**config.mk**
```make
export PLATFORM = sky130hd
export DESIGN_NAME = conv_window3x3_flat
export DESIGN_NICKNAME = d
export VERILOG_FILES = /design/src/rtl/conv_window3x3_if.sv /design/src/rtl/conv_window3x3.sv /design/src/flat_wrapper.sv
export SDC_FILE = /design/constraint.sdc
export NUM_CORES = 1
export LEC_CHECK = 0
export ABC_AREA = 1
export BUFFER_PORTS_ARGS = -buffer_cell sky130_fd_sc_hd__buf_2
export CORE_MARGIN = 3
export CORE_UTILIZATION = 44
export CTS_BUF_LIST = sky130_fd_sc_hd__clkbuf_16
export CTS_CLUSTER_DIAMETER = 80
export DETAILED_ROUTE_END_ITERATION = 12
export HOLD_SLACK_MARGIN = 0.05
export PLACE_DENSITY = 0.62
export SETUP_SLACK_MARGIN = 0.5
export SLEW_MARGIN = 20
export SYNTH_ARGS = -nofsm -noshare
export SYNTH_HDL_FRONTEND = slang
export SYNTH_SLANG_ARGS = --single-unit
```
**constraint.sdc**
```tcl
create_clock -name clk -period 3 [get_ports clk]
set_input_delay 0.45 -clock clk [delete_from_list [all_inputs] [get_ports clk]]
set_output_delay 0.45 -clock clk [all_outputs]
set_load 0.03 [all_outputs]
```
**src/rtl/conv_window3x3_if.sv**
```systemverilog
// Handshake bundle for conv_window3x3: pixel stream in, 3x3 window out.
// The master drives pixels and window ready; the slave is the window generator.
interface conv_window3x3_if;
  logic              in_valid;
  logic              in_ready;
  logic signed [7:0] in_data;
  logic              win_valid;
  logic              win_ready;
  logic signed [7:0] win0, win1, win2, win3, win4, win5, win6, win7, win8;
  logic              frame_done;

  modport master (
    output in_valid, in_data, win_ready,
    input  in_ready, win_valid, frame_done,
    input  win0, win1, win2, win3, win4, win5, win6, win7, win8
  );

  modport slave (
    input  in_valid, in_data, win_ready,
    output in_ready, win_valid, frame_done,
    output win0, win1, win2, win3, win4, win5, win6, win7, win8
  );
endinterface

```
**src/rtl/conv_window3x3.sv**
```systemverilog
// Streaming 3x3 sliding-window generator over two row line buffers.
// Define CONV_WIN_STRIDE2_EN to emit only windows at even (row-2, col-2), i.e. stride 2.
module conv_window3x3 #(
  parameter int IMG_W = 28,
  parameter int IMG_H = 28
) (
  input  logic          clk,
  input  logic          rst,
  conv_window3x3_if.slave s
);
  localparam int CW = $clog2(IMG_W);
  localparam int RW = $clog2(IMG_H);

  logic [CW-1:0]        col_q, col_d;
  logic [RW-1:0]        row_q, row_d;
  logic [2:0][2:0][7:0] w_q, w_d;
  logic                 win_valid_q, win_valid_d;
  logic                 frame_done_q, frame_done_d;
  logic signed [7:0]    lb_a [IMG_W];
  logic signed [7:0]    lb_b [IMG_W];

  logic acc, last_col, last_row, emit_pos;

  assign s.in_ready = !win_valid_q || s.win_ready;
  assign acc        = s.in_valid && s.in_ready;
  assign last_col   = (col_q == CW'(IMG_W - 1));
  assign last_row   = (row_q == RW'(IMG_H - 1));

`ifdef CONV_WIN_STRIDE2_EN
  // (row-2) even is the same as row even.
  assign emit_pos = (row_q >= RW'(2)) && (col_q >= CW'(2)) && !row_q[0] && !col_q[0];
`else
  assign emit_pos = (row_q >= RW'(2)) && (col_q >= CW'(2));
`endif

  always_comb begin
    col_d        = col_q;
    row_d        = row_q;
    w_d          = w_q;
    win_valid_d  = win_valid_q;
    frame_done_d = 1'b0;
    if (win_valid_q && s.win_ready) win_valid_d = 1'b0;
    if (acc) begin
      for (int r = 0; r < 3; r++) begin
        w_d[r][0] = w_q[r][1];
        w_d[r][1] = w_q[r][2];
      end
      w_d[0][2] = lb_b[col_q];
      w_d[1][2] = lb_a[col_q];
      w_d[2][2] = s.in_data;
      if (emit_pos) win_valid_d = 1'b1;
      if (last_col) begin
        col_d = '0;
        if (last_row) begin
          row_d        = '0;
          frame_done_d = 1'b1;
        end else begin
          row_d = row_q + RW'(1);
        end
      end else begin
        col_d = col_q + CW'(1);
      end
    end
  end

  always_ff @(posedge clk or posedge rst) begin
    if (rst) begin
      col_q        <= '0;
      row_q        <= '0;
      w_q          <= '0;
      win_valid_q  <= 1'b0;
      frame_done_q <= 1'b0;
    end else begin
      col_q        <= col_d;
      row_q        <= row_d;
      w_q          <= w_d;
      win_valid_q  <= win_valid_d;
      frame_done_q <= frame_done_d;
    end
  end

  // Line buffers carry no reset; the counters decide what is valid.
  always_ff @(posedge clk) begin
    if (acc) begin
      lb_b[col_q] <= lb_a[col_q];
      lb_a[col_q] <= s.in_data;
    end
  end

  assign s.win_valid  = win_valid_q;
  assign s.frame_done = frame_done_q;
  assign s.win0 = w_q[0][0];
  assign s.win1 = w_q[0][1];
  assign s.win2 = w_q[0][2];
  assign s.win3 = w_q[1][0];
  assign s.win4 = w_q[1][1];
  assign s.win5 = w_q[1][2];
  assign s.win6 = w_q[2][0];
  assign s.win7 = w_q[2][1];
  assign s.win8 = w_q[2][2];
endmodule

```
**src/flat_wrapper.sv**
```systemverilog
// flat-port wrapper written by rule: the top's interface ports become plain ports
module conv_window3x3_flat 
#(
  parameter int IMG_W = 28,
  parameter int IMG_H = 28
)
  (clk, rst, s_in_valid, s_in_data, s_win_ready, s_in_ready, s_win_valid, s_frame_done, s_win0, s_win1, s_win2, s_win3, s_win4, s_win5, s_win6, s_win7, s_win8);
  conv_window3x3_if s_i ();
  input  logic clk;
  input  logic rst;
  input wire logic [$bits(s_i.in_valid)-1:0] s_in_valid;
  input wire logic [$bits(s_i.in_data)-1:0] s_in_data;
  input wire logic [$bits(s_i.win_ready)-1:0] s_win_ready;
  output wire logic [$bits(s_i.in_ready)-1:0] s_in_ready;
  output wire logic [$bits(s_i.win_valid)-1:0] s_win_valid;
  output wire logic [$bits(s_i.frame_done)-1:0] s_frame_done;
  output wire logic [$bits(s_i.win0)-1:0] s_win0;
  output wire logic [$bits(s_i.win1)-1:0] s_win1;
  output wire logic [$bits(s_i.win2)-1:0] s_win2;
  output wire logic [$bits(s_i.win3)-1:0] s_win3;
  output wire logic [$bits(s_i.win4)-1:0] s_win4;
  output wire logic [$bits(s_i.win5)-1:0] s_win5;
  output wire logic [$bits(s_i.win6)-1:0] s_win6;
  output wire logic [$bits(s_i.win7)-1:0] s_win7;
  output wire logic [$bits(s_i.win8)-1:0] s_win8;
  assign s_i.in_valid = s_in_valid;
  assign s_i.in_data = s_in_data;
  assign s_i.win_ready = s_win_ready;
  assign s_in_ready = s_i.in_ready;
  assign s_win_valid = s_i.win_valid;
  assign s_frame_done = s_i.frame_done;
  assign s_win0 = s_i.win0;
  assign s_win1 = s_i.win1;
  assign s_win2 = s_i.win2;
  assign s_win3 = s_i.win3;
  assign s_win4 = s_i.win4;
  assign s_win5 = s_i.win5;
  assign s_win6 = s_i.win6;
  assign s_win7 = s_i.win7;
  assign s_win8 = s_i.win8;
  conv_window3x3 #(.IMG_W(IMG_W), .IMG_H(IMG_H)) u_core (.clk(clk), .rst(rst), .s(s_i));
endmodule
```
# After elaboration in Yosys (flattened, before gate mapping)
# Memory sizes are Yosys's and may differ from the RTL's. A register that Yosys moved wholly into a read port is not among the register bits.
# Index checks and enable logic that the tools add are counted.
# W data, S select, Z words.
[word_totals]
n_memories = 2
ram_bits = 448
inputBits = 12
word_cells = 36
out_inout_bits = 75
reg_bits = 76
[mem_list]
columns = ["memory", "words", "width", "read_ports", "rd_clocked_by_memory_dff", "wr", "line", "text"]
rows = [
  ["u_core.lb_a", 28, 8, 1, 0, 1, "conv_window3x3.sv:19", "logic signed [7:0] lb_a [IMG_W];"],
  ["u_core.lb_b", 28, 8, 1, 1, 1, "conv_window3x3.sv:20", "logic signed [7:0] lb_b [IMG_W];"],
]
[classes]
muxes = 10
n_reduce_logical = 6
n_addsub = 2
magnitude_cmp = 2
n_eq_ne = 2
[ops]
columns = ["op", "n"]
rows = [
  ["$add A5 B1 Y5 const B", 2],
  ["$eq A5 B5 Y1 const B", 2],
  ["$ge A5 B2 Y1 const B", 2],
  ["$mux W5", 2],
  ["$mux W1", 8],
  ["$logic_and A1 B1 Y1", 3],
  ["$reduce_and A2 Y1", 1],
  ["$logic_not A1 Y1", 1],
  ["$logic_or A1 B1 Y1", 1],
]

# Depth between registers and ports, before layout
# Gate-level depths: netlist (run 1).
[logic_depth]
ltp_word = 5
ltp_mapped = 13
mapped_depth_nobuf = 10

# Worst setup path before layout (run 1)
# Ideal clock, no wire load.
[synth_timing]
path_type = "reg2reg"
start = "reg u_core.win_valid_q, in the netlist u_core.s.win_valid"
end = "mem u_core.lb_a[12][0], enable pin"
setup_time_ns = 0.388
synth_period_minus_slack_ns = 2.566
path_stages_with_launch = 7
required_ns = 2.612
path_slack_ns = 0.434
path_buffers = 1
arrival_time_ns = 2.177
path_cell_list = "dfrtp_1 -> nand2_1 -> nand2_1 -> clkinv_1 -> buf_2 -> nand2_1 -> nor2_1"
[synth_between]
elab_chain_cells = 5
[synth_rtl]
columns = ["element", "line", "text"]
rows = [
  ["start, declared", "conv_window3x3.sv:17", "logic win_valid_q, win_valid_d;"],
  ["start signal, assigned", "conv_window3x3.sv:77", "win_valid_q <= win_valid_d;"],
  ["$logic_not A1 Y1", "conv_window3x3.sv:24", "assign s.in_ready = !win_valid_q || s.win_ready;"],
  ["$logic_or A1 B1 Y1", "conv_window3x3.sv:24", ""],
  ["net s_in_ready", "flat_wrapper.sv:14", "output wire logic [$bits(s_i.in_ready)-1:0] s_in_ready;"],
  ["$logic_and A1 B1 Y1", "conv_window3x3.sv:25", "assign acc = s.in_valid && s.in_ready;"],
  ["$mux W1", "conv_window3x3.sv:84", "if (acc) begin"],
  ["$mux W1 (implied by the code)", "conv_window3x3.sv:86", "lb_a[col_q] <= s.in_data;"],
  ["end, declared", "conv_window3x3.sv:19", ""],
]
# The timed path passes the listed nets, and every way through them passes these cells.

# Worst setup path after layout (run 1)
[layout_timing]
start = "reg u_core.col_q[0]"
end = "mem u_core.lb_b[15][4] (data pin)"
[layout_between]
elab_chain_cells = 1
[layout_rtl]
columns = ["element", "line", "text"]
rows = [
  ["start, declared", "conv_window3x3.sv:14", "logic [CW-1:0] col_q, col_d;"],
  ["start signal, assigned", "conv_window3x3.sv:74", "col_q <= col_d;"],
  ["$mem_v2 Z28 W8", "-", ""],
  ["end, declared", "conv_window3x3.sv:20", ""],
]
# No other way between the ends.

==> results, run 1 <==
- The flow ran to the end, and the final reports show no timing, DRC or antenna violations.
- The count of vias placed by the detailed router is 15100.
- The number of placement rows is 81.
- The sequential fraction of the synthesis area is 69.8%.
- Across the routed clock network, the largest skew measured is 0.0166 ns.
- The actual slew at the worst max-slew pin is 0.796 ns.
- After layout, the worst path uses 81.4% of the clock period.
- The initial antenna violation count came to 0.
- The number of hold-slack violations in the final timing report is 0.
- The floorplan step defined a die boundary enclosing 53400 sq um.
- The area of the core region is 49500 sq um.
- After layout, the minimum clock period comes to 2.44 ns.
- Derived from the worst setup path, the maximum achievable clock frequency is 410 MHz.
- The first-pass detailed-route iteration total is 7.
- Counting stages on the worst path, the most repeated cell is sky130_fd_sc_hd__nand2_1.
- The kind of cell with the highest combined delay on the critical path is buffers and inverters.
- The number of antenna diodes in the final layout is 0.
- TritonCTS built the clock tree.
- The final-stage net count is 2333.
- The number of pins with negative max-slew slack in the final report came to 0.
- Entering global routing, the biggest net connects 105 pins.
- The synthesized design contains 532 register bits.
- Counting flops with an async set or reset pin after synthesis yields a share of 15.8%.
- The number of nets handed over by synthesis was 2208.
- The area of the mapped netlist is 22300 sq um.
- The average instance in the mapped netlist occupies 10.2 sq um.
- The number of nets still failing antenna checks after routing is 0.
- The flip-flop cell with the highest count after synthesis is sky130_fd_sc_hd__edfxtp_1.
- Summed over all failing endpoints, the final setup total negative slack is 0 ns.
- The critical path goes through inv_8, buf_12, buf_12, nand2_1, nand3_1, nand2_1, nand2_1, nand2_1, nor2_1, nand2_1, buf_12.
- The class of the tightest hold or removal check is in -> reg.
- The netlist uses 29 different library cells.
- Yosys printed 0 warnings.
- In this run the clock root is driven by a sky130_fd_sc_hd__clkbuf_16.
- The worst endpoint data arrival time is 2.79 ns.
- In this run the static leakage power is 11.2 nW.
- Once the floorplan was initialized, standard cells occupied 45.1% of the core.
- STA classifies the critical path startpoint as a flop.
- The clock transition at the register clock pins on the worst setup and hold paths after CTS is 0.06 ns.
- The slack of the critical path is 0.558 ns.
- The worst-case IR drop observed on VDD is 0.905 mV.
- Wires add up to 55900 um.
- The wire length of the first global-routing pass is 85400 um.
- The maximum root-to-sink buffer count is 3.
- The I/O pin total is 87.
- Yosys mapped a number of flops with a built-in enable equal to 448.
- Post-CTS timing repair inserted 0 buffers for setup.
- The routed length per placed instance is 18.5 um.
- The via count of the first global-routing pass is 14400.
- Global routing used 20.9% of the available tracks across all layers.
- The final global-route overflow total is 0.
- The relative slew slack is 46.9%.
- The initial DRC count is 1608.
- The total of endpoints with negative setup slack in the final report is 0.
- In this run the worst path has a maximum fanout of 42.
- For this run, the slowest stage of the critical path takes 0.53 ns.
- Synthesis handed over a netlist of 2190 instances.
- The critical path buffer and inverter count is 4.
- The clock drives 532 sinks.
- The max-cap violation count is 0.
- At the worst endpoint, the required time is 3.34 ns.
- The ratio of cells with drive above 1 in the final layout is 10.9%.
- Port buffering added 86 buffers.
- From synthesis to final layout, the design area changed by 14.4%.
- In this run the critical register-to-register path is launched from u_core.col_q[0]$_DFFE_PP0P_.
- The standard cell with the maximum stage delay on the critical path is sky130_fd_sc_hd__dfrtp_4.
- The vertical die dimension is 231 um.
- The startpoint of the most critical setup path is u_core.col_q[0]$_DFFE_PP0P_.
- The source-to-sink clock delay at the later pin of the worst-skew pair is 0.61 ns.
- The horizontal die dimension is 231 um.
- The HPWL after detailed placement is 33500 um.
- The placer congestion estimate is 0.864.
- Setup repair after global routing could not meet its margin everywhere.
- The power density relative to cell area is 1050 nW/um^2.
- The worst hold path begins at s_win_ready.
- The critical path in this run is classified as reg -> reg.
- Prior to clock tree synthesis, the placed netlist has a worst setup slack of 0.552 ns.
- Buffers inserted during clock tree synthesis total 55.
- Using the TritonRoute via totals, the vias-per-cell ratio works out to 5.01.
- The residual DRC count is 0.
- The worst setup path is captured at a flop.
- The H-tree level count is 2.
## cell usage in the layout (no fill, tap or decap)
cell,synthesis,final
sky130_fd_sc_hd__clkinv_2,0,13
sky130_fd_sc_hd__nand3_1,143,143
sky130_fd_sc_hd__nand2_1,918,917
sky130_fd_sc_hd__buf_6,1,2
sky130_fd_sc_hd__buf_2,51,86
sky130_fd_sc_hd__o31ai_1,1,1
sky130_fd_sc_hd__nor3_2,1,1
sky130_fd_sc_hd__ha_1,6,6
sky130_fd_sc_hd__nor2_2,2,3
sky130_fd_sc_hd__inv_2,6,5
sky130_fd_sc_hd__nor2_1,136,135
sky130_fd_sc_hd__clkinv_1,1,19
sky130_fd_sc_hd__clkbuf_16,0,56
sky130_fd_sc_hd__nor3_4,1,1
sky130_fd_sc_hd__a21oi_1,18,18
sky130_fd_sc_hd__clkinv_8,0,1
sky130_fd_sc_hd__inv_1,247,258
sky130_fd_sc_hd__nor4_1,1,1
sky130_fd_sc_hd__buf_12,0,12
sky130_fd_sc_hd__dfrtp_1,84,82
sky130_fd_sc_hd__inv_4,0,1
sky130_fd_sc_hd__nand4_1,3,3
sky130_fd_sc_hd__edfxtp_1,448,448
sky130_fd_sc_hd__dfrtp_4,0,2
sky130_fd_sc_hd__o22ai_1,1,1
sky130_fd_sc_hd__clkinvlp_4,0,2
sky130_fd_sc_hd__dlygate4sd3_1,0,1
sky130_fd_sc_hd__nor3_1,2,2
sky130_fd_sc_hd__o21ai_1,2,2
sky130_fd_sc_hd__nor2_4,3,3
sky130_fd_sc_hd__o21ai_0,64,64
sky130_fd_sc_hd__xnor2_1,1,1
sky130_fd_sc_hd__inv_8,0,1
sky130_fd_sc_hd__buf_4,6,65
sky130_fd_sc_hd__nand3b_1,1,1
sky130_fd_sc_hd__nand2_2,2,3
sky130_fd_sc_hd__inv_6,0,1
## report_power, final
group | leakage [nW] | internal [mW] | switching [mW] | total, mW
Combinational | 5.31 | 2.62 | 7.30 | 9.92
Clock | 0.847 | 3.37 | 2.78 | 6.15
Sequential | 5.09 | 10.2 | 0.484 | 10.7
Total | 11.2 | 16.2 | 10.6 | 26.7
## worst min-delay path: cells and delay by family
| family | cells | cell delay, ns |
|---|---|---|
| AO/OA/AOI/OAI | 1 | 0.09 |
| AND/OR/NAND/NOR | 1 | 0.09 |
| buffers and inverters | 2 | 0.10 |
## metrics by stage
stage / util (%) / hold WS, ns / std cells / total power [mW] / cell area, sq um
floorplan: - / 0.529 / 2190 / 16.6 / 22300
global placement: 48.2 / 0.457 / 2921 / 20.6 / 23900
detailed placement: 48.2 / 0.460 / 2921 / 20.7 / 23900
CTS: 51.5 / 0.148 / 3025 / 26.9 / 25500
global route: 51.5 / 0.234 / 3025 / 28.2 / 25500
finish: 51.5 / 0.176 / 3025 / 26.7 / 25500
## cell families (layout without fill, tap and decap cells)
kind of cell | count (synthesis) | after routing | share of synthesized area, %
buffers and inverters | 352 | 523 | 6.35
adder cells (fa/ha/maj) | 6 | 6 | 0.337
AO/OA/AOI/OAI | 86 | 86 | 1.95
AND/OR/NAND/NOR | 1213 | 1213 | 21.5
XOR/XNOR | 1 | 1 | 0.0393
flip-flops | 532 | 532 | 69.8
## path summary, 6_finish.rpt
check	end	slack, ns	cells past startpoint
max	u_core.lb_b[15][4]$_DFFE_PP_	0.56	11
min	u_core.s.win_valid$_DFF_PP0_	0.18	4
max reg2reg	u_core.lb_b[15][4]$_DFFE_PP_	0.56	11
min reg2reg	u_core.s.win0[7]$_DFFE_PP0P_	0.47	2
max in group asynchronous	u_core.col_q[0]$_DFFE_PP0P_	1.74	4
min in group asynchronous	u_core.s.win4[1]$_DFFE_PP0P_	0.50	3
## cell usage after synthesis (all sizes together), types with 3 or more instances
cell type    n  area (sq um)
a21oi       18          90.1
nand3      143           716
clkbuf      25          93.8
dfrtp       84          2100
nor2       141           557
edfxtp     448         13500
inv        253           950
o21ai       66           330
buf         73           368
nand4        3          18.8
ha           6          75.1
nor3         4          36.3
nand2      920          3460
## final cells by class
| cell class | instances | area, sq um |
|---|---|---|
| fillers | 4473 | 24000 |
| flip-flops and latches | 532 | 15600 |
| multi-input cells | 1306 | 5320 |
| clock buffers | 56 | 1400 |
| repair buffers | 166 | 1190 |
| inverters | 254 | 966 |
| well taps | 664 | 831 |
| clock inverters | 47 | 215 |
## registers in the layout (all words and copies together) (netlist names), 5 cells and up
register	count
u_core.s.win4	8
u_core.s.win1	8
u_core.row_q	5
u_core.col_q	5
u_core.lb_a	224
u_core.s.win3	8
u_core.s.win7	8
u_core.lb_b	224
u_core.s.win0	8
u_core.s.win8	8
u_core.s.win2	8
u_core.s.win5	8
u_core.s.win6	8
## metal layers
metal	share of wire, %	global-route usage, %	up-vias
met5	0	0	-
met4	2.9	6.70	0
met3	6.9	2.97	93
met2	47	33.9	538
met1	43	29.4	7250
li1	-	-	7268
## what timing repair did
| action | CTS | global route |
|---|---|---|
| hold endpoints to repair | 28 | 0 |
| endpoints found under the setup margin | 0 | 156 |
| hold buffers | 1 | 0 |
| gates resized for setup | 0 | 4 |
No activity file was read; power rests on OpenSTA's default activity.
==> inputs of run 2 (changes only) <==
==> constraint.sdc (replaced) <==
create_clock -name clk -period 2.5 [get_ports clk]
set_input_delay 0.375 -clock clk [delete_from_list [all_inputs] [get_ports clk]]
set_output_delay 0.375 -clock clk [all_outputs]
set_load 0.03 [all_outputs]
==> run 2 against run 1 <==
Die area unchanged. Critical path depth is 2 higher. Combinational power is 91% higher. Sequential power up 20%. Worst setup slack worse by 0.24 ns. Largest cell class unchanged. Highest routed layer unchanged. Fmax up 12%. Worst hold slack better by 0.033 ns. Register-to-register slack got worse by 0.24 ns. Flip-flop and latch count stayed put.
==> results, run 2 (synthesized netlist as in run 1, its figures left out) <==
- The worst-case register-to-register setup slack is 0.32 ns (-0.24 ns).
- The first-pass detailed-route iteration total was 5 (-2).
- Setup repair after global routing could not meet its margin everywhere.
- The critical path ends at u_core.lb_b[9][0]$_DFFE_PP_.
- The die area is 53400 sq um (unchanged).
- STA classifies the critical path endpoint as a flop.
- The final clock period utilization by the worst path was 87.1% (+5.7 points).
- Leaving out fill and tap cells, the most frequent cells in the layout are sky130_fd_sc_hd__nand2_1, sky130_fd_sc_hd__edfxtp_1, sky130_fd_sc_hd__inv_1.
- The wire length reported by the detailed router is 62900 um (+12%).
- The worst endpoint data arrival time is 2.54 ns (-0.25 ns).
- The buffer cell driving the clock tree root is sky130_fd_sc_hd__clkbuf_16.
- The post-place instance area is 24200 sq um (+1.5%).
- The pin count of the biggest net entering global routing is 82 (-22%).
- The count of vias placed by the detailed router is 16200 (+7.2%).
- The number of hold-slack violations in the final timing report was 0 (unchanged).
- The H-tree level count came to 2 (unchanged).
- The run finished with clean final reports.
- The TritonCTS buffer count is 55 (unchanged).
- The global router's overall resource usage is 21.7% (+0.79 points).
- The total of endpoints with negative setup slack in the final report came to 0 (unchanged).
- The final worst clock skew is 0.0253 ns (+0.00864 ns).
- The finished layout cell area was 28400 sq um (+12%).
- The number of placement rows came to 81 (unchanged).
- The number of pins with negative max-slew slack in the final report is 0 (unchanged).
- The startpoint of the worst register-to-register path is u_core.col_q[0]$_DFFE_PP0P_.
- The via count of the first global-routing pass was 15300 (+6.4%).
- The residual DRC count was 0 (unchanged).
- The half-perimeter wire length of the detailed placement result is 32500 um (-2.8%).
- The average vias per placed instance is 5.20 (+3.9%).
- The largest registers in the layout are u_core.lb_a (224), u_core.lb_b (224).
- The clock period minus worst slack is 2.18 ns (-0.264 ns).
- The proportion of total power due to net switching is 39.0% (-0.52 points).
- The highest clock frequency the design can meet is 459 MHz (+12%).
- The setup path with the least slack is of type reg -> reg.
- The wire length of the first global-routing pass was 89000 um (+4.2%).
- The ratio of cells with drive above 1 in the final layout came to 20.8% (+9.9 points).
- The routed length per placed instance came to 20.1 um (+9.0%).
- The I/O pin total was 87 (unchanged).
- The placer congestion estimate is 0.800 (-7.3%).
- The clock transition at the register clock pins on the worst setup and hold paths after CTS is 0.06 ns (about the same).
- The maximum root-to-sink buffer count is 3 (unchanged).
- In this run the worst hold path is classified as in -> reg.
- The part of the total power dissipated in the clock network is 19.1% (-3.9 points).
- The horizontal die dimension is 231 um (unchanged).
- The source-to-sink clock delay at the later pin of the worst-skew pair is 0.63 ns (+0.02 ns).
- The combinational fraction of design power is 48.2% (+11 points).
- The power density relative to cell area is 1380 nW/um^2 (+31%).
- The effective utilization at floorplan is 45.1% (unchanged).
- The initial DRC count came to 1574 (-2.1%).
- TritonCTS built the clock tree.
- The proportion of power drawn by flip-flops and latches came to 32.7% (-7.2 points).
- The most common cell after layout, fill and taps aside is sky130_fd_sc_hd__nand2_1.
- The initial antenna violation count is 0 (unchanged).
- The core occupancy in the finished layout is 57.5% (+6.0 points).
- The largest voltage drop on the vdd net is 0.681 mV (-25%).
- The final-stage net count is 2433 (+4.3%).
- The sink count of the clock tree is 532 (unchanged).
- The startpoint type of the worst setup path is a flop.
- The leakage power summed over all cells is 12.4 nW (+10%).
- The critical path starts at u_core.col_q[0]$_DFFE_PP0P_.
- The worst endpoint required time came to 2.87 ns (-0.47 ns).
- The actual slew at the worst max-slew pin is 0.780 ns (-0.0156 ns).
- The worst reg2reg path endpoint is u_core.lb_b[9][0]$_DFFE_PP_.
- The internal power is 23.9 mW (+48%).
- Relative to the synthesized area, the layout overhead comes to 27.6%.
- The final global-route overflow total is 0 (unchanged).
- The number of nets still failing antenna checks after routing is 0 (unchanged).
- The switching power is 15.3 mW (+45%).
- The area of the core region was 49500 sq um (unchanged).
- The worst-case reg-to-reg path depth came to 13 (+2).
- The relative slew slack is 47.9% (+0.93 points).
- The number of I/O port buffers came to 86 (unchanged).
- The vertical die dimension was 231 um (unchanged).
- The total chip power was 39.1 mW (+46%).
- The max-cap violation count is 0 (unchanged).
- The maximum fanout count along the critical path is 8 (-81%).
-- run 2: cell count changes in the layout (fill, tap and decap cells not counted), sizes merged --
cell,previous run,this run
clkbuf,56,74
clkinvlp,2,3
clkinv,33,25
buf,165,243
diode,0,1
dlygate4sd3,1,2
bufbuf,0,1
inv,266,269
bufinv,0,1
-- run 2: final cells by class --
class	count	area [sq um]
Tap cell	664	831
Antenna cell	1	2.50
Clock inverter	43	248
Multi-Input combinational cell	1306	6110
Timing Repair Buffer	265	3310
Clock buffer	55	1380
Sequential cell	532	15600
Timing Repair inverter	1	16.3
Inverter	254	985
Fill cell	4061	21000
-- run 2: layer usage --
layer  share of wire (%)  global-route usage (%)
met5                   0                       0
met4                 2.6                    6.88
met3                 8.0                    3.56
met2                  47                    35.5
met1                  42                    29.9
-- run 2: power by group through the flow --
stage / clock, mW / sequential (mW) / combinational [mW]
2_1_floorplan: 0 / 13.8 / 6.26
3_3_place_gp: 0 / 12.9 / 11.9
3_5_place_dp: 0 / 12.9 / 12.1
4_1_cts: 7.60 / 12.8 / 15.4
5_1_grt: 7.98 / 12.9 / 20.0
6_report: 7.48 / 12.8 / 18.9
-- run 2: through the flow --
step                      cells  worst slack (ns)  hold slack [ns]  setup TNS (ns)
after floorplan            2190             0.298            0.474               0
after global placement     2919         -0.000142            0.457       -0.000413
after detailed placement   2919           -0.0330            0.460          -0.856
after CTS                  3063             0.282            0.138               0
after global routing       3120             0.270            0.227               0
final                      3121             0.323            0.209               0
-- run 2: worst max-delay path, cell delays in order (launching register included) --
cell and delay, ns:
sky130_fd_sc_hd__dfrtp_4 0.53, sky130_fd_sc_hd__inv_12 0.09, sky130_fd_sc_hd__buf_16 0.14, sky130_fd_sc_hd__buf_12 0.11, sky130_fd_sc_hd__buf_16 0.13, sky130_fd_sc_hd__buf_8 0.12
sky130_fd_sc_hd__nand2_2 0.04, sky130_fd_sc_hd__nand3_2 0.05, sky130_fd_sc_hd__nand2_2 0.06, sky130_fd_sc_hd__nand2_2 0.07, sky130_fd_sc_hd__nand2_2 0.08, sky130_fd_sc_hd__nor2_4 0.16
sky130_fd_sc_hd__nand2_8 0.12, sky130_fd_sc_hd__clkbuf_16 0.19
-- run 2: worst min path at each step --
stage / start / cells past startpoint / to
finish: s_in_valid / 4 / u_core.s.win8[6]$_DFFE_PP0P_
global route: s_in_valid / 4 / u_core.s.win8[6]$_DFFE_PP0P_
CTS: s_in_valid / 4 / u_core.s.win8[6]$_DFFE_PP0P_
detailed placement: u_core.s.win0[7]$_DFFE_PP0P_ / 2 / u_core.s.win0[7]$_DFFE_PP0P_
global placement: u_core.s.win0[7]$_DFFE_PP0P_ / 2 / u_core.s.win0[7]$_DFFE_PP0P_
floorplan: s_in_data[0] / 0 / u_core.lb_a[0][0]$_DFFE_PP_
-- run 2: timing repair --
item,in CTS,in global routing
hold buffers,2,0
pin swaps,15,50
resized for setup,83,199
buffers inserted,27,31
setup endpoints to repair,539,685
endpoints found under the hold margin,33,0
cloned,17,26
==> inputs of run 3 (changes only) <==
--- a/config.mk
+++ b/config.mk
@@ -10,11 +10,11 @@
 export CORE_MARGIN = 3
 export CORE_UTILIZATION = 44
 export CTS_BUF_LIST = sky130_fd_sc_hd__clkbuf_16
-export CTS_CLUSTER_DIAMETER = 80
 export DETAILED_ROUTE_END_ITERATION = 12
 export HOLD_SLACK_MARGIN = 0.05
 export PLACE_DENSITY = 0.62
 export SETUP_SLACK_MARGIN = 0.5
+export SKIP_LAST_GASP = 1
 export SLEW_MARGIN = 20
 export SYNTH_ARGS = -nofsm -noshare
 export SYNTH_HDL_FRONTEND = slang
==> constraint.sdc (replaced) <==
create_clock -name clk -period 2.5 [get_ports clk]
set_input_delay 0.25 -clock clk [delete_from_list [all_inputs] [get_ports clk]]
set_output_delay 0.25 -clock clk [all_outputs]
set_load 0.03 [all_outputs]
==> run 3 against run 2 <==
Register-to-register slack worse by 0.04 ns. Flip-flop and latch count unchanged. Fmax decreased by 1.9%. Non-clock buffer count is 20 lower. Critical path depth is 3 lower. Sequential share of layout area is 1.0 points higher. Clock power rose by 2.8%. Sequential power about the same. Combinational power decreased by 14%. Core utilization down 1.1 points. Critical path type unchanged.
==> results, run 3 (synthesized netlist as in run 1, its figures left out) <==
- The effective utilization at floorplan is 45.1% (unchanged).
- The number of pins with negative max-slew slack in the final report is 0 (unchanged).
- The initial antenna violation count was 0 (unchanged).
- The worst hold path depth is 5 (+1).
- The worst register-to-register path begins at u_core.col_q[0]$_DFFE_PP0P_.
- The global router's overall resource usage was 21.2% (-0.46 points).
- The placer congestion estimate is 0.838 (+4.7%).
- The initial DRC count came to 1409 (-10%).
- The residual DRC count is 0 (unchanged).
- The highest clock frequency the design can meet is 451 MHz (-1.9%).
- The path class of the tightest hold or removal check is in -> reg.
- The clock tree from TritonCTS is built.
- The startpoint of the worst hold path is s_in_valid.
- The maximum fanout count along the critical path is 8 (unchanged).
- The post-route setup TNS is 0 ns (unchanged).
- The via count of the first global-routing pass came to 15100 (-1.5%).
- The vertical die dimension came to 231 um (unchanged).
- The proportion of total power due to net switching is 38.7% (-0.30 points).
- The number of placement rows came to 81 (unchanged).
- The switching power is 14.2 mW (-7.0%).
- The actual slew at the worst max-slew pin came to 0.792 ns (+0.0119 ns).
- The largest voltage drop on the vdd net was 0.755 mV (+11%).
- The H-tree level count came to 2 (unchanged).
- The final worst clock skew is 0.0261 ns (+0.000875 ns).
- The flow ran to the end, and the final reports show no timing, DRC or antenna violations.
- The maximum root-to-sink buffer count is 3 (unchanged).
- The final global-route overflow total is 0 (unchanged).
- The setup path with the least slack is of type reg -> reg.
- The leakage power summed over all cells was 12.2 nW (-1.7%).
- The worst endpoint required time is 2.81 ns (-0.06 ns).
- The sink count of the clock tree came to 532 (unchanged).
- The part of the total power dissipated in the clock network is 21.0% (+1.9 points).
- The power density relative to cell area is 1310 nW/um^2 (-4.5%).
- The pin count of the biggest net entering global routing is 59 (-28%).
- The ratio of cells with drive above 1 in the final layout was 19.2% (-1.6 points).
- The startpoint of the most critical setup path is u_core.col_q[0]$_DFFE_PP0P_.
- The count of vias placed by the detailed router was 15900 (-2.2%).
- The largest registers in the layout are u_core.lb_a (224), u_core.lb_b (224).
- STA classifies the critical path endpoint as a flop.
- The die area is 53400 sq um (unchanged).
- The horizontal die dimension is 231 um (unchanged).
- Relative to the synthesized area, the layout overhead comes to 25.3%.
- The relative slew slack came to 47.2% (-0.69 points).
- STA classifies the critical path startpoint as a flop.
- The area of all sequential standard cells came to 15600 sq um (unchanged).
- The max-cap violation count is 0 (unchanged).
- The internal power came to 22.5 mW (-5.8%).
- The proportion of power drawn by flip-flops and latches is 34.9% (+2.2 points).
- The I/O pin total is 87 (unchanged).
- The clock transition at the register clock pins on the worst setup and hold paths after CTS came to 0.06 ns (about the same).
- The routed length per placed instance is 19.5 um (-3.4%).
- The area occupied by multi-input gates is 5950 sq um (-2.7%).
- The final clock period utilization by the worst path was 88.7% (+1.7 points).
- Setup repair after global routing could not meet its margin everywhere.
- The source-to-sink clock delay at the later pin of the worst-skew pair is 0.61 ns (-0.02 ns).
- In the layout the commonest cells are sky130_fd_sc_hd__nand2_1, sky130_fd_sc_hd__edfxtp_1, sky130_fd_sc_hd__inv_1.
- The area of the core region came to 49500 sq um (unchanged).
- The half-perimeter wire length of the detailed placement result is 33000 um (+1.3%).
- The number of nets still failing antenna checks after routing is 0 (unchanged).
- The combinational fraction of design power is 44.2% (-4.0 points).
- The wire length of the first global-routing pass was 87500 um (-1.6%).
- The first-pass detailed-route iteration total came to 7 (+2).
- The number of hold-slack violations in the final timing report was 0 (unchanged).
- The average vias per placed instance came to 5.11 (-1.8%).
- The worst-case reg-to-reg path depth is 10 (-3).
- The wire length reported by the detailed router is 60400 um (-3.9%).
- The number of diodes added for antenna fixing was 0 (-1).
- The most common cell after layout, fill and taps aside is sky130_fd_sc_hd__nand2_1.
- The clock period minus worst slack is 2.22 ns (+0.0413 ns).
- The cell sitting at the root of the clock tree is a sky130_fd_sc_hd__clkbuf_16.
- The worst hold-check slack is 0.123 ns (-0.0863 ns).
- The total of endpoints with negative setup slack in the final report is 0 (unchanged).
- The final-stage net count is 2414 (-0.78%).
- The TritonCTS buffer count is 56 (+1.8%).
- The worst endpoint data arrival time is 2.53 ns (about the same).
- The number of I/O port buffers is 86 (unchanged).
- The count of fill cells added during filler insertion is 4150 (+2.2%).
## run 3: changes by cell type in the layout (fill, tap and decap cells not counted), sizes merged
cell / change
buf: -22
inv: +4
clkbuf: +3
bufbuf: +1
bufinv: +1
clkinvlp: -1
diode: -1
## run 3: critical path, stage by stage, from the launching register on
cell and delay, ns:
sky130_fd_sc_hd__dfrtp_4 0.49, sky130_fd_sc_hd__buf_6 0.13, sky130_fd_sc_hd__buf_4 0.11, sky130_fd_sc_hd__buf_12 0.13, sky130_fd_sc_hd__buf_16 0.15, sky130_fd_sc_hd__ha_4 0.15, sky130_fd_sc_hd__buf_4 0.11, sky130_fd_sc_hd__nand3_2 0.13
sky130_fd_sc_hd__nor2_4 0.20, sky130_fd_sc_hd__buf_4 0.14, sky130_fd_sc_hd__buf_4 0.17
## run 3: final timing paths
kind                                                endpoint  slack (ns)
worst max register to register  u_core.lb_b[27][1]$_DFFE_PP_        0.28
max in group asynchronous        u_core.col_q[0]$_DFFE_PP0P_        1.42
worst min-delay path            u_core.s.win8[5]$_DFFE_PP0P_        0.12
worst max-delay path            u_core.lb_b[27][1]$_DFFE_PP_        0.28
worst min register to register  u_core.s.win3[5]$_DFFE_PP0P_        0.47
min in group asynchronous       u_core.s.win3[1]$_DFFE_PP0P_        0.20
## run 3: metrics by stage
step	instance area [sq um]	setup slack, ns	utilization, %	cells	total power [mW]
floorplan	22500	0.298	-	2190	20.1
global placement	24300	0.0722	49.1	2925	24.8
detailed placement	24300	0.0395	49.1	2925	25.1
CTS	26700	0.363	54.0	3066	34.3
global route	27900	0.213	56.4	3106	38.4
finish	27900	0.281	56.4	3106	36.7
## run 3: area by class of cell
cell class	count	area share, %
Inverter	254	3.52
Timing Repair inverter	1	0.0314
Sequential cell	532	55.8
Clock inverter	47	0.928
Timing Repair Buffer	245	10.4
Clock buffer	57	5.11
Multi-Input combinational cell	1306	21.3
Tap cell	664	2.98
## run 3: repair_timing
action,in CTS,in global routing
gates resized for setup,62,167
hold buffers,2,0
pin swaps,11,33
buffers inserted,25,16
cloned,10,24
endpoints found under the setup margin,543,533
endpoints found under the hold margin,21,0
## run 3: power groups by stage
stage / Sequential, mW / Combinational, mW / Clock, mW
finish: 12.8 / 16.2 / 7.69
global route: 12.9 / 17.4 / 8.16
CTS: 12.8 / 13.7 / 7.81
detailed placement: 12.9 / 12.1 / 0
global placement: 12.9 / 11.9 / 0
floorplan: 13.8 / 6.26 / 0
## run 3: metal layers
metal,global-route usage [%],wire length (um),vias up,share of wire [%]
met2,34.6,28300,612,47
met4,6.57,1500,0,2.5
met3,3.22,4760,106,7.9
met5,0,0,-,0
li1,-,-,7451,-
met1,29.7,25900,7708,43
